File: src/rtl/pc_unit_if.sv
// pc_unit_if: control-side requests and fetch-address outputs of the program-counter unit.
interface pc_unit_if #(
  parameter int ADDR_W = 32,
  parameter int RAS_AW = 2
);
  logic              pc_ena;
  logic              exc_req;
  logic              eret_req;
  logic              jmp_ret;
  logic              jmp_call;
  logic              br_taken;
  logic [ADDR_W-1:0] jmp_target;
  logic [ADDR_W-1:0] br_target;
  logic [ADDR_W-1:0] pc_out;
  logic [ADDR_W-1:0] pc_plus4;
  logic [ADDR_W-1:0] epc_out;
  logic              in_exc;
  logic [RAS_AW:0]   ras_count;
  logic              ras_ovf;
  logic              ras_udf;
  modport master (
    output pc_ena, exc_req, eret_req, jmp_ret, jmp_call, br_taken, jmp_target, br_target,
    input  pc_out, pc_plus4, epc_out, in_exc, ras_count, ras_ovf, ras_udf
  );
  modport slave (
    input  pc_ena, exc_req, eret_req, jmp_ret, jmp_call, br_taken, jmp_target, br_target,
    output pc_out, pc_plus4, epc_out, in_exc, ras_count, ras_ovf, ras_udf
  );
endinterface

File: src/rtl/pc_unit.sv
// pc_unit: prioritised next-fetch-address register with return-address stack and exception PC.
module pc_unit #(
  parameter int                ADDR_W    = 32,
  parameter logic [ADDR_W-1:0] PC_START  = 32'h0040_0000,
  parameter logic [ADDR_W-1:0] EXC_VEC   = 32'h0040_0004,
  parameter int                RAS_DEPTH = 4,
  parameter int                RAS_AW    = 2
) (
  input logic       pc_clock,
  input logic       rst,
  pc_unit_if.slave  bus
);
  localparam logic [ADDR_W-1:0] ALIGN = ~ADDR_W'(3);
  localparam logic [RAS_AW:0]   FULL  = (RAS_AW+1)'(RAS_DEPTH);
  logic [ADDR_W-1:0] ras [RAS_DEPTH];
  logic [RAS_AW-1:0] ptr;
  logic [RAS_AW-1:0] ptr_nxt;
  logic              take_exc;
  logic              take_eret;
  logic              empty;
  logic              full;
  assign take_exc     = bus.exc_req && !bus.in_exc;
  assign take_eret    = bus.eret_req && bus.in_exc;
  assign empty        = bus.ras_count == '0;
  assign full         = bus.ras_count == FULL;
  assign ptr_nxt      = ptr + RAS_AW'(1);
  assign bus.pc_plus4 = bus.pc_out + ADDR_W'(4);
  // Each branch of the chain is one priority level; lower requests in the same cycle have no effect.
  always_ff @(posedge pc_clock) begin
    if (rst) begin
      bus.pc_out    <= PC_START;
      bus.epc_out   <= '0;
      bus.in_exc    <= 1'b0;
      bus.ras_count <= '0;
      bus.ras_ovf   <= 1'b0;
      bus.ras_udf   <= 1'b0;
      ptr           <= '0;
    end else if (bus.pc_ena) begin
      if (take_exc) begin
        bus.epc_out <= bus.pc_out;
        bus.pc_out  <= EXC_VEC & ALIGN;
        bus.in_exc  <= 1'b1;
      end else if (take_eret) begin
        bus.pc_out <= bus.epc_out & ALIGN;
        bus.in_exc <= 1'b0;
      end else if (bus.jmp_ret) begin
        if (empty) begin
          bus.pc_out  <= bus.jmp_target & ALIGN;
          bus.ras_udf <= 1'b1;
        end else begin
          bus.pc_out    <= ras[ptr] & ALIGN;
          ptr           <= ptr - RAS_AW'(1);
          bus.ras_count <= bus.ras_count - (RAS_AW+1)'(1);
        end
      end else if (bus.jmp_call) begin
        ras[ptr_nxt]  <= bus.pc_plus4;
        ptr           <= ptr_nxt;
        bus.pc_out    <= bus.jmp_target & ALIGN;
        bus.ras_count <= full ? bus.ras_count : bus.ras_count + (RAS_AW+1)'(1);
        bus.ras_ovf   <= bus.ras_ovf | full;
      end else begin
        bus.pc_out <= bus.br_taken ? (bus.br_target & ALIGN) : bus.pc_plus4;
      end
    end
  end
endmodule

File: src/flat_wrapper.sv
// flat-port wrapper written by rule: the top's interface ports become plain ports
module pc_unit_flat 
#(
  parameter int                ADDR_W    = 32,
  parameter logic [ADDR_W-1:0] PC_START  = 32'h0040_0000,
  parameter logic [ADDR_W-1:0] EXC_VEC   = 32'h0040_0004,
  parameter int                RAS_DEPTH = 4,
  parameter int                RAS_AW    = 2
)
  (pc_clock, rst, bus_pc_ena, bus_exc_req, bus_eret_req, bus_jmp_ret, bus_jmp_call, bus_br_taken, bus_jmp_target, bus_br_target, bus_pc_out, bus_pc_plus4, bus_epc_out, bus_in_exc, bus_ras_count, bus_ras_ovf, bus_ras_udf);
  pc_unit_if #(.ADDR_W(ADDR_W), .RAS_AW(RAS_AW)) bus_i ();
  input logic pc_clock;
  input logic rst;
  input wire logic [$bits(bus_i.pc_ena)-1:0] bus_pc_ena;
  input wire logic [$bits(bus_i.exc_req)-1:0] bus_exc_req;
  input wire logic [$bits(bus_i.eret_req)-1:0] bus_eret_req;
  input wire logic [$bits(bus_i.jmp_ret)-1:0] bus_jmp_ret;
  input wire logic [$bits(bus_i.jmp_call)-1:0] bus_jmp_call;
  input wire logic [$bits(bus_i.br_taken)-1:0] bus_br_taken;
  input wire logic [$bits(bus_i.jmp_target)-1:0] bus_jmp_target;
  input wire logic [$bits(bus_i.br_target)-1:0] bus_br_target;
  output wire logic [$bits(bus_i.pc_out)-1:0] bus_pc_out;
  output wire logic [$bits(bus_i.pc_plus4)-1:0] bus_pc_plus4;
  output wire logic [$bits(bus_i.epc_out)-1:0] bus_epc_out;
  output wire logic [$bits(bus_i.in_exc)-1:0] bus_in_exc;
  output wire logic [$bits(bus_i.ras_count)-1:0] bus_ras_count;
  output wire logic [$bits(bus_i.ras_ovf)-1:0] bus_ras_ovf;
  output wire logic [$bits(bus_i.ras_udf)-1:0] bus_ras_udf;
  assign bus_i.pc_ena = bus_pc_ena;
  assign bus_i.exc_req = bus_exc_req;
  assign bus_i.eret_req = bus_eret_req;
  assign bus_i.jmp_ret = bus_jmp_ret;
  assign bus_i.jmp_call = bus_jmp_call;
  assign bus_i.br_taken = bus_br_taken;
  assign bus_i.jmp_target = bus_jmp_target;
  assign bus_i.br_target = bus_br_target;
  assign bus_pc_out = bus_i.pc_out;
  assign bus_pc_plus4 = bus_i.pc_plus4;
  assign bus_epc_out = bus_i.epc_out;
  assign bus_in_exc = bus_i.in_exc;
  assign bus_ras_count = bus_i.ras_count;
  assign bus_ras_ovf = bus_i.ras_ovf;
  assign bus_ras_udf = bus_i.ras_udf;
  pc_unit #(.ADDR_W(ADDR_W), .PC_START(PC_START), .EXC_VEC(EXC_VEC), .RAS_DEPTH(RAS_DEPTH), .RAS_AW(RAS_AW)) u_core (.pc_clock(pc_clock), .rst(rst), .bus(bus_i));
endmodule
File: config.mk
export PLATFORM = sky130hd
export DESIGN_NAME = pc_unit_flat
export DESIGN_NICKNAME = d
export VERILOG_FILES = /design/src/rtl/pc_unit_if.sv /design/src/rtl/pc_unit.sv /design/src/flat_wrapper.sv
export SDC_FILE = /design/constraint.sdc
export NUM_CORES = 1
export LEC_CHECK = 0
export BUFFER_PORTS_ARGS = -buffer_cell sky130_fd_sc_hd__buf_2
export CORE_ASPECT_RATIO = 2
export CORE_MARGIN = 2
export CORE_UTILIZATION = 60
export CTS_BUF_LIST = sky130_fd_sc_hd__clkbuf_4
export DETAILED_ROUTE_END_ITERATION = 8
export PLACE_DENSITY = 0.86
export SYNTH_ARGS = -nofsm -noshare
export SYNTH_HDL_FRONTEND = slang
export SYNTH_SLANG_ARGS = --single-unit
File: constraint.sdc
create_clock -name pc_clock -period 6.1 [get_ports pc_clock]
set_input_delay 1.22 -clock pc_clock [delete_from_list [all_inputs] [get_ports pc_clock]]
set_output_delay 1.22 -clock pc_clock [all_outputs]
set_load 0.01 [all_outputs]
# Yosys cells after proc, flatten, opt, wreduce, memory -nomap -nowiden
# Memory sizes are Yosys's and may differ from the RTL's. A register that Yosys moved wholly into a read port is not among the register bits.
# Index checks and enable logic that the tools add are counted.
# Widths: inputs -> output; s select.
word_totals:
  regBits: 72
  mem_bits_rw: 128
  input_bits: 72
  output_inout_bits: 102
  elab_cells: 56
  mem_count: 1
op_classes:
  addsub: 5
  n_eq_ne: 3
  n_mux: 24
  bitwise: 4
  n_reduce_logical: 12
memory_table:
  columns: ["memory", "depth", "width", "rd", "rd_clocked_by_memory_dff", "write_ports", "line", "text"]
  rows:
  - ["u_core.ras", 4, 32, 1, 1, 1, "pc_unit.sv:15", "logic [ADDR_W-1:0] ras [RAS_DEPTH];"]
op_table:
  columns: ["operator", "count"]
  rows:
  - ["$mux 32", 6]
  - ["$add 32x3->32 const B", 1]
  - ["$reduce_and 5->1", 3]
  - ["$mux 3", 4]
  - ["$mux 2", 5]
  - ["$mux 1", 9]
  - ["$reduce_and 6->1", 1]
  - ["$ne 2x2->1 const B", 2]
  - ["$reduce_and 2->1", 2]
  - ["$reduce_bool 2->1", 2]
  - ["$add 3x1->3 const B", 1]
  - ["$eq 3x3->1 const B", 1]
  - ["$logic_not 3->1", 1]
  - ["$not 1->1", 3]
  - ["$sub 3x1->3 const B", 1]
  - ["$add 2x1->2 const B", 1]
  - ["$logic_and 1x1->1", 2]
  - ["$sub 2x1->2 const B", 1]
  - ["$logic_not 1->1", 1]
  - ["$or 1x1->1", 1]

# Longest topological paths before layout
# Gate-level depths: netlist (run 1).
depth:
  word_depth: 7
  ltp_mapped: 8

# Worst setup path after synthesis (run 1)
# No wires, ideal clock.
synth_timing:
  path_kind: "register -> output"
  start: "register u_core.bus.pc_out[12]"
  end: "output bus_pc_plus4[31]"
  arrival_ns: 2.056
  required_time_ns: 4.880
  slack_ns: 2.824
  stages_incl_launch_ff: 6
  path_buffers: 1
  path_cell_list: "dfxtp_1 buf_2 nand4_2 or4_1 or4_4 xnor2_1"
synth_between:
  elab_chain_len: 1
synth_rtl:
  columns: ["item", "line", "text"]
  rows:
  - ["from (decl)", "pc_unit_if.sv:27", "output pc_out, pc_plus4, epc_out, in_exc, ras_count, ras_ovf, ras_udf"]
  - ["from (signal assigned)", "pc_unit.sv:41", "bus.pc_out <= EXC_VEC & ALIGN;"]
  - ["from (signal assigned)", "pc_unit.sv:44", "bus.pc_out <= bus.epc_out & ALIGN;"]
  - ["from (signal assigned)", "pc_unit.sv:48", "bus.pc_out <= bus.jmp_target & ALIGN;"]
  - ["$add 32x3->32", "pc_unit.sv:27", "assign bus.pc_plus4 = bus.pc_out + ADDR_W'(4);"]
  - ["to (decl)", "flat_wrapper.sv:23", "output wire logic [$bits(bus_i.pc_plus4)-1:0] bus_pc_plus4;"]
# Every way passes these cells.

# Worst setup path in the final report (run 1)
layout_timing:
  start: "register u_core.bus.pc_out[13]"
  end: "output bus_pc_plus4[31]"
# Same word-level chain as after synthesis.

==> results.py, run 1 <==
metrics = {
    "cells_and_area": {
        "ff_latch_area_mm2": 0.00501,
        "nets": 970,
        "syn_to_final_growth_pct": 14.6,
        "drive_above_1_share_pct": 28.2,
        "final_area_mm2": 0.00987,
        "num-fill-cells": 1008,
        "multi_input_area_mm2": 0.00332,
    },
    "route": {
        "drtAntennaViolNets": 0,
        "first_pass_iters": 6,
        "viasPerCell": 6.38,
        "drc": 0,
        "routedWlPerCell_um": 21.9,
        "vias": 7001,
        "wl_mm": 24.1,
        "drt_iter0_markers": 720,
    },
    "timing": {
        "max_freq_mhz": 217,
        "rsz0062_at_grt": "no",
        "period_needed_ns": 4.62,
        "period_share_pct": 75.7,
        "fin_skew_ns": 0.0357,
        "max-slew-margin-rel_pct": 42.5,
        "holdWs_ns": 0.480,
        "slew_violations": 0,
        "fin_setup_tns_ns": 0,
        "tightest_slew_ns": 0.863,
        "hold_viol": 0,
        "setup_viol_count_final": 0,
    },
    "synth": {
        "syn-mean-instance-area_um2": 11.5,
        "synth_cell_types": 59,
        "netlist_instances": 752,
        "yosys-top-cells-count": "120 x edfxtp_1, 85 x nand2_1, 70 x dfxtp_1, 69 x a21oi_1, 60 x nor2_1",
        "yosys_warnings": 0,
        "ys_ff_latch": 190,
        "synth_area_leaders": "edfxtp_1 42%, dfxtp_1 16%, mux4_2 7.8%",
        "synth_edf_count": 120,
        "synth_top_area_cell": "edfxtp_1",
        "synth_area_mm2": 0.00862,
        "synth_most_common_cell": "edfxtp_1",
        "synth_top_area_share_pct": 41.8,
        "async_flop_share_pct": 0,
        "synth_flop_cell": "edfxtp_1",
        "ys_seq_area_share_pct": 58.1,
    },
    "cts": {
        "cts_root_buffer": "clkbuf_4",
        "clk_latency_ns": 0.57,
        "postCtsSetupRepairBufs": 0,
        "postCtsHoldBufs": 0,
        "cts_buffers": 17,
        "cts_tree": "done",
        "clk_path_buf_depth": 2,
        "cts.clk_slew.worst_paths_ns": 0.15,
        "cts_resized": 0,
        "numClockSinks": 190,
        "cts.htree.levels": 4,
    },
    "placement": {
        "dp_hpwl_mm": 15.8,
        "postPlaceCellArea_mm2": 0.00954,
        "gp_congestion": 0.855,
        "port_buffers": 163,
    },
    "power": {
        "swShare_pct": 26.4,
        "share_seq_of_total_power_pct": 57.3,
        "p_int_mw": 1.86,
        "power_frac_clock_pct": 29.9,
        "vdd_drop_max_mv": 0.216,
        "p_switching_mw": 0.667,
        "power.leakage_nw": 3.76,
        "p_comb_share_pct": 12.8,
        "p_per_area_mw_per_mm2": 256,
    },
    "grt": {
        "grt_pass1_wl_mm": 36.8,
        "antenna_found_initial": 1,
        "globalRouteTotalUtil_pct": 32.1,
        "grt_pass1_vias": 6784,
        "gr-total-overflow": 0,
        "grt_max_degree": 70,
    },
    "floorplanning": {
        "die_area_mm2": 0.0154,
        "io_pins": 174,
        "die_y_um": 173,
        "row_count": 62,
        "core-area_mm2": 0.0142,
        "die_width_um": 88.7,
        "start_util_pct": 60.7,
    },
    "worst_setup_path": {
        "cp_max_fo": 11,
        "crit_type": "reg -> out",
        "crit_required_ns": 4.88,
        "crit_path_end_kind": "output port",
        "cp.arrival_ns": 3.40,
        "reg2reg_slack_ns": 3.25,
        "start_kind": "flip-flop",
    },
    "run": {
        "drv_cap": 0,
    },
    "outcome": {
        "status": "completed",
    },
    "worst_hold_path": {
        "min_path_type": "reg -> reg",
    },
}
-- logic make-up (layout without fill, tap and decap cells) --
| kind of cell | Yosys count | in the layout | synth area share [%] |
|---|---|---|---|
| other | 1 | 7 | 0.0435 |
| AND/OR/NAND/NOR | 264 | 264 | 14.8 |
| adder cells (fa/ha/maj) | 6 | 6 | 0.958 |
| buffers and inverters | 76 | 224 | 3.72 |
| flip-flops | 190 | 190 | 58.1 |
| AO/OA/AOI/OAI | 158 | 158 | 11.7 |
| XOR/XNOR | 25 | 25 | 2.54 |
| multiplexers | 32 | 32 | 8.09 |
-- worst paths after layout --
path	start	to	depth (start not counted)
setup / recovery	u_core.bus.pc_out[13]$_SDFFE_PP0P_	bus_pc_plus4[31]	5
hold / removal	u_core.bus.epc_out[8]$_SDFFE_PP0P_	u_core.bus.epc_out[8]$_SDFFE_PP0P_	2
setup reg to reg	u_core.bus.pc_out[13]$_SDFFE_PP0P_	u_core.ras[1][31]$_DFFE_PP_	4
hold reg to reg	u_core.bus.epc_out[8]$_SDFFE_PP0P_	u_core.bus.epc_out[8]$_SDFFE_PP0P_	2
-- flip-flops by register name, summed over array words and instances, names as in the netlist, named ones only --
register,cells
u_core.bus.in_exc,1
u_core.ptr,2
u_core.bus.pc_out,30
u_core.ras,120
u_core.bus.ras_ovf,1
u_core.bus.ras_udf,1
u_core.bus.ras_count,3
u_core.bus.epc_out,30
-- per-stage QoR --
step	utilization, %	instances	setup WS, ns	total power, mW
6_report	69.5	1098	1.48	2.52
5_1_grt	69.5	1098	1.36	2.60
4_1_cts	69.5	1097	1.52	2.52
3_5_place_dp	67.2	1065	2.18	1.79
3_3_place_gp	67.2	1065	2.30	1.78
2_1_floorplan	-	757	2.82	1.66
-- area by class of cell --
type | instances | area share, %
diodes | 1 | 0.0254
clock buffers | 18 | 1.37
clock inverters | 14 | 1.93
inverters | 16 | 0.609
multi-input cells | 491 | 33.6
flip-flops and latches | 190 | 50.7
well taps | 192 | 2.43
repair buffers | 176 | 9.25
-- metal layers --
metal	GRT usage (%)	share of wire, %	vias up
met5	0	0	-
met4	16.2	4.7	0
met3	5.29	10	74
met2	52.0	50	528
met1	41.0	35	3309
li1	-	-	3090
-- cell usage in the layout (no fill, tap or decap), drive strengths merged, types with 5 or more instances in the layout --
master,n
or3,6
nor3,19
o32ai,8
conb,6
and3,24
dfxtp,70
o221ai,9
or2,9
nand3,16
nor2,60
ha,5
xnor2,13
and2,7
xor2,12
edfxtp,120
nand2,85
nand4,7
a21oi,69
inv,18
clkbuf,18
mux4,30
o21ai,13
o31a,8
buf,176
nor4,14
o22ai,20
clkinv,7
or4,5
-- critical path, cell delays in order (launching register included) --
cell     delay [ns]
dfxtp_1        0.55
nand4_2        0.25
or4_1          0.78
or4_4          0.61
xnor2_1        0.42
buf_2          0.22
-- power groups by stage --
stage	clock, mW	combinational (mW)	sequential (mW)
detailed placement	0	0.316	1.47
CTS	0.754	0.318	1.45
floorplan	0	0.197	1.46
global route	0.800	0.346	1.45
global placement	0	0.308	1.47
finish	0.755	0.322	1.45
(Power assumes the default switching activity.)
==> run 2: changes to the inputs <==
--- a/config.mk
+++ b/config.mk
@@ -8,10 +8,10 @@
 export BUFFER_PORTS_ARGS = -buffer_cell sky130_fd_sc_hd__buf_2
 export CORE_ASPECT_RATIO = 2
 export CORE_MARGIN = 2
-export CORE_UTILIZATION = 60
+export CORE_UTILIZATION = 52
 export CTS_BUF_LIST = sky130_fd_sc_hd__clkbuf_4
 export DETAILED_ROUTE_END_ITERATION = 8
-export PLACE_DENSITY = 0.86
+export PLACE_DENSITY = 0.79
 export SYNTH_ARGS = -nofsm -noshare
 export SYNTH_HDL_FRONTEND = slang
 export SYNTH_SLANG_ARGS = --single-unit
==> constraint.sdc (replaced) <==
create_clock -name pc_clock -period 3.8 [get_ports pc_clock]
set_input_delay 0.76 -clock pc_clock [delete_from_list [all_inputs] [get_ports pc_clock]]
set_output_delay 0.76 -clock pc_clock [all_outputs]
set_load 0.01 [all_outputs]
==> run 2 against run 1 <==
  * Sequential cell count stayed put
  * Wire length is 5.9% higher
  * Clock-buffer cell count is 1 higher
  * Register-to-register slack worse by 1.9 ns
  * Via count is 0.80% higher
  * Non-clock buffer count is 18 higher
  * Cell count is 2.7% higher
  * Clock power is 47% higher
  * Sequential share of layout area is 0.65 points lower
  * Total power is 58% higher
  * Hold slack worse by 0.0025 ns
  * Combinational power is 68% higher
  * Critical path type unchanged
  * Largest cell class unchanged
==> results.py, run 2 (same netlist as run 1, synthesis figures left out) <==
metrics = {
    "floorplanning": {
        "row_count": 66,
        "start_util_pct": 53.0,
        "die_area_mm2": 0.0177,
        "die_y_um": 186,
        "core-area_mm2": 0.0163,
        "io_pins": 174,
        "die_width_um": 95.0,
    },
    "cells_and_area": {
        "largest_register_ffs": 120,
        "reg.largest.list": "u_core.ras (120), u_core.bus.epc_out (30), u_core.bus.pc_out (30)",
        "final_cell_mix": "163 x buf_2, 120 x edfxtp_1, 85 x nand2_1",
        "top_register": "u_core.ras",
        "drive_above_1_share_pct": 30.8,
        "nets": 988,
        "layout_commonest_cell": "buf_2",
        "num-fill-cells": 1300,
        "syn_to_final_growth_pct": 16.3,
    },
    "placement": {
        "dp_hpwl_mm": 17.8,
        "port_buffers": 163,
        "gp_congestion": 0.895,
    },
    "route": {
        "drc": 0,
        "drt_iter0_markers": 640,
        "wl_mm": 25.5,
        "drtAntennaViolNets": 0,
        "routedWlPerCell_um": 22.6,
        "first_pass_iters": 7,
        "vias": 7057,
        "viasPerCell": 6.26,
    },
    "power": {
        "p_comb_share_pct": 13.6,
        "power_frac_clock_pct": 28.0,
        "vdd_drop_max_mv": 0.258,
        "power.leakage_nw": 3.85,
        "swShare_pct": 27.8,
        "p_int_mw": 2.87,
        "share_seq_of_total_power_pct": 58.4,
        "p_per_area_mw_per_mm2": 397,
        "p_switching_mw": 1.11,
    },
    "timing": {
        "fin_setup_tns_ns": 0,
        "max_freq_mhz": 273,
        "period_needed_ns": 3.67,
        "fin_skew_ns": 0.0294,
        "setup_viol_count_final": 0,
        "slew_violations": 0,
        "max-slew-margin-rel_pct": 42.9,
        "rsz0062_at_grt": "no",
        "tightest_slew_ns": 0.856,
        "period_share_pct": 96.6,
        "hold_viol": 0,
        "holdWs_ns": 0.478,
    },
    "worst_setup_path": {
        "crit_path_max_incr_delay_ns": 0.63,
        "cpMaxStageDelayCell": "or4_4",
        "crit_type": "reg -> out",
        "crit_path_end_kind": "output port",
        "crit_buf_inv": 1,
        "path_cells": "ha_1, nand4_1, or4_4, o21a_1, or2_2, buf_2",
        "cp_max_fo": 6,
        "start_kind": "flip-flop",
        "cp.arrival_ns": 2.91,
        "path_delay_family": "simple AND/OR/NAND/NOR gates",
        "crit_required_ns": 3.04,
    },
    "cts": {
        "clk_latency_ns": 0.58,
        "cts_buffers": 17,
        "cts.clk_slew.worst_paths_ns": 0.14,
        "clk_path_buf_depth": 2,
        "numClockSinks": 190,
        "cts_tree": "done",
        "cts.htree.levels": 4,
        "cts_root_buffer": "clkbuf_4",
        "postCtsSetupRepairBufs": 0,
    },
    "outcome": {
        "status": "completed",
    },
    "run": {
        "drv_cap": 0,
    },
    "grt": {
        "grt_pass1_wl_mm": 37.9,
        "globalRouteTotalUtil_pct": 29.7,
        "grt_max_degree": 70,
        "antenna_found_initial": 1,
        "gr-total-overflow": 0,
        "grt_pass1_vias": 6738,
    },
    "worst_hold_path": {
        "min_path_type": "reg -> reg",
    },
}
==> run 2: final timing paths <==
check	start	end	slack, ns	cells after the start
min	u_core.bus.ras_ovf$_SDFFE_PP0P_	u_core.bus.ras_ovf$_SDFFE_PP0P_	0.48	2
min reg2reg	u_core.bus.ras_ovf$_SDFFE_PP0P_	u_core.bus.ras_ovf$_SDFFE_PP0P_	0.48	2
max reg2reg	u_core.bus.pc_out[3]$_SDFFE_PP0P_	u_core.bus.pc_out[18]$_SDFFE_PP0P_	1.37	6
max	u_core.bus.pc_out[3]$_SDFFE_PP0P_	bus_pc_plus4[20]	0.13	6
==> run 2: repair_timing <==
item                       in CTS  in global routing
hold buffers                    0                  0
gates resized for setup         3                 10
setup endpoints to repair       4                  5
==> run 2: final cells by class <==
type / count / area (um2) / share of cell area [%]
Antenna cell: 1 / 2.50 / 0.0250
Clock buffer: 19 / 143 / 1.42
Clock inverter: 13 / 139 / 1.39
Inverter: 16 / 60.1 / 0.600
Multi-Input combinational cell: 491 / 3350 / 33.5
Sequential cell: 190 / 5020 / 50.1
Tap cell: 204 / 255 / 2.55
Timing Repair Buffer: 194 / 1050 / 10.5
==> run 2: metrics by stage <==
step	cells	power (mW)	util, %	setup WS, ns	area, um2
after floorplan	757	2.66	-	0.984	8630
after global placement	1095	2.89	59.6	0.525	9690
after detailed placement	1095	2.90	59.6	0.459	9690
after CTS	1127	3.98	61.4	0.0335	9980
after global routing	1128	4.13	61.6	0.0150	10000
final	1128	3.98	61.6	0.131	10000
==> run 2: routing by layer <==
metal / routed length [um] / GRT usage [%] / part of all wire (%) / vias to the layer above
li1: - / - / - / 3128
met1: 8470 / 33.2 / 33 / 3368
met2: 13400 / 51.3 / 53 / 463
met3: 2000 / 4.53 / 7.8 / 98
met4: 1620 / 19.4 / 6.3 / 0
met5: 0 / 0 / 0 / -
==> run 2: worst min-delay path, delay by kind of cell, from the launching register on <==
| kind | cells | cell delay [ns] |
|---|---|---|
| AOI/OAI and AO/OA | 1 | 0.07 |
| buffers and inverters | 1 | 0.04 |
| DFF | 1 | 0.33 |
==> run 2: power groups by stage <==
stage	combinational [mW]	sequential, mW	clock (mW)
3_5_place_dp	0.534	2.37	0
2_1_floorplan	0.317	2.35	0
6_report	0.542	2.32	1.11
4_1_cts	0.536	2.32	1.13
3_3_place_gp	0.524	2.36	0
5_1_grt	0.583	2.33	1.21
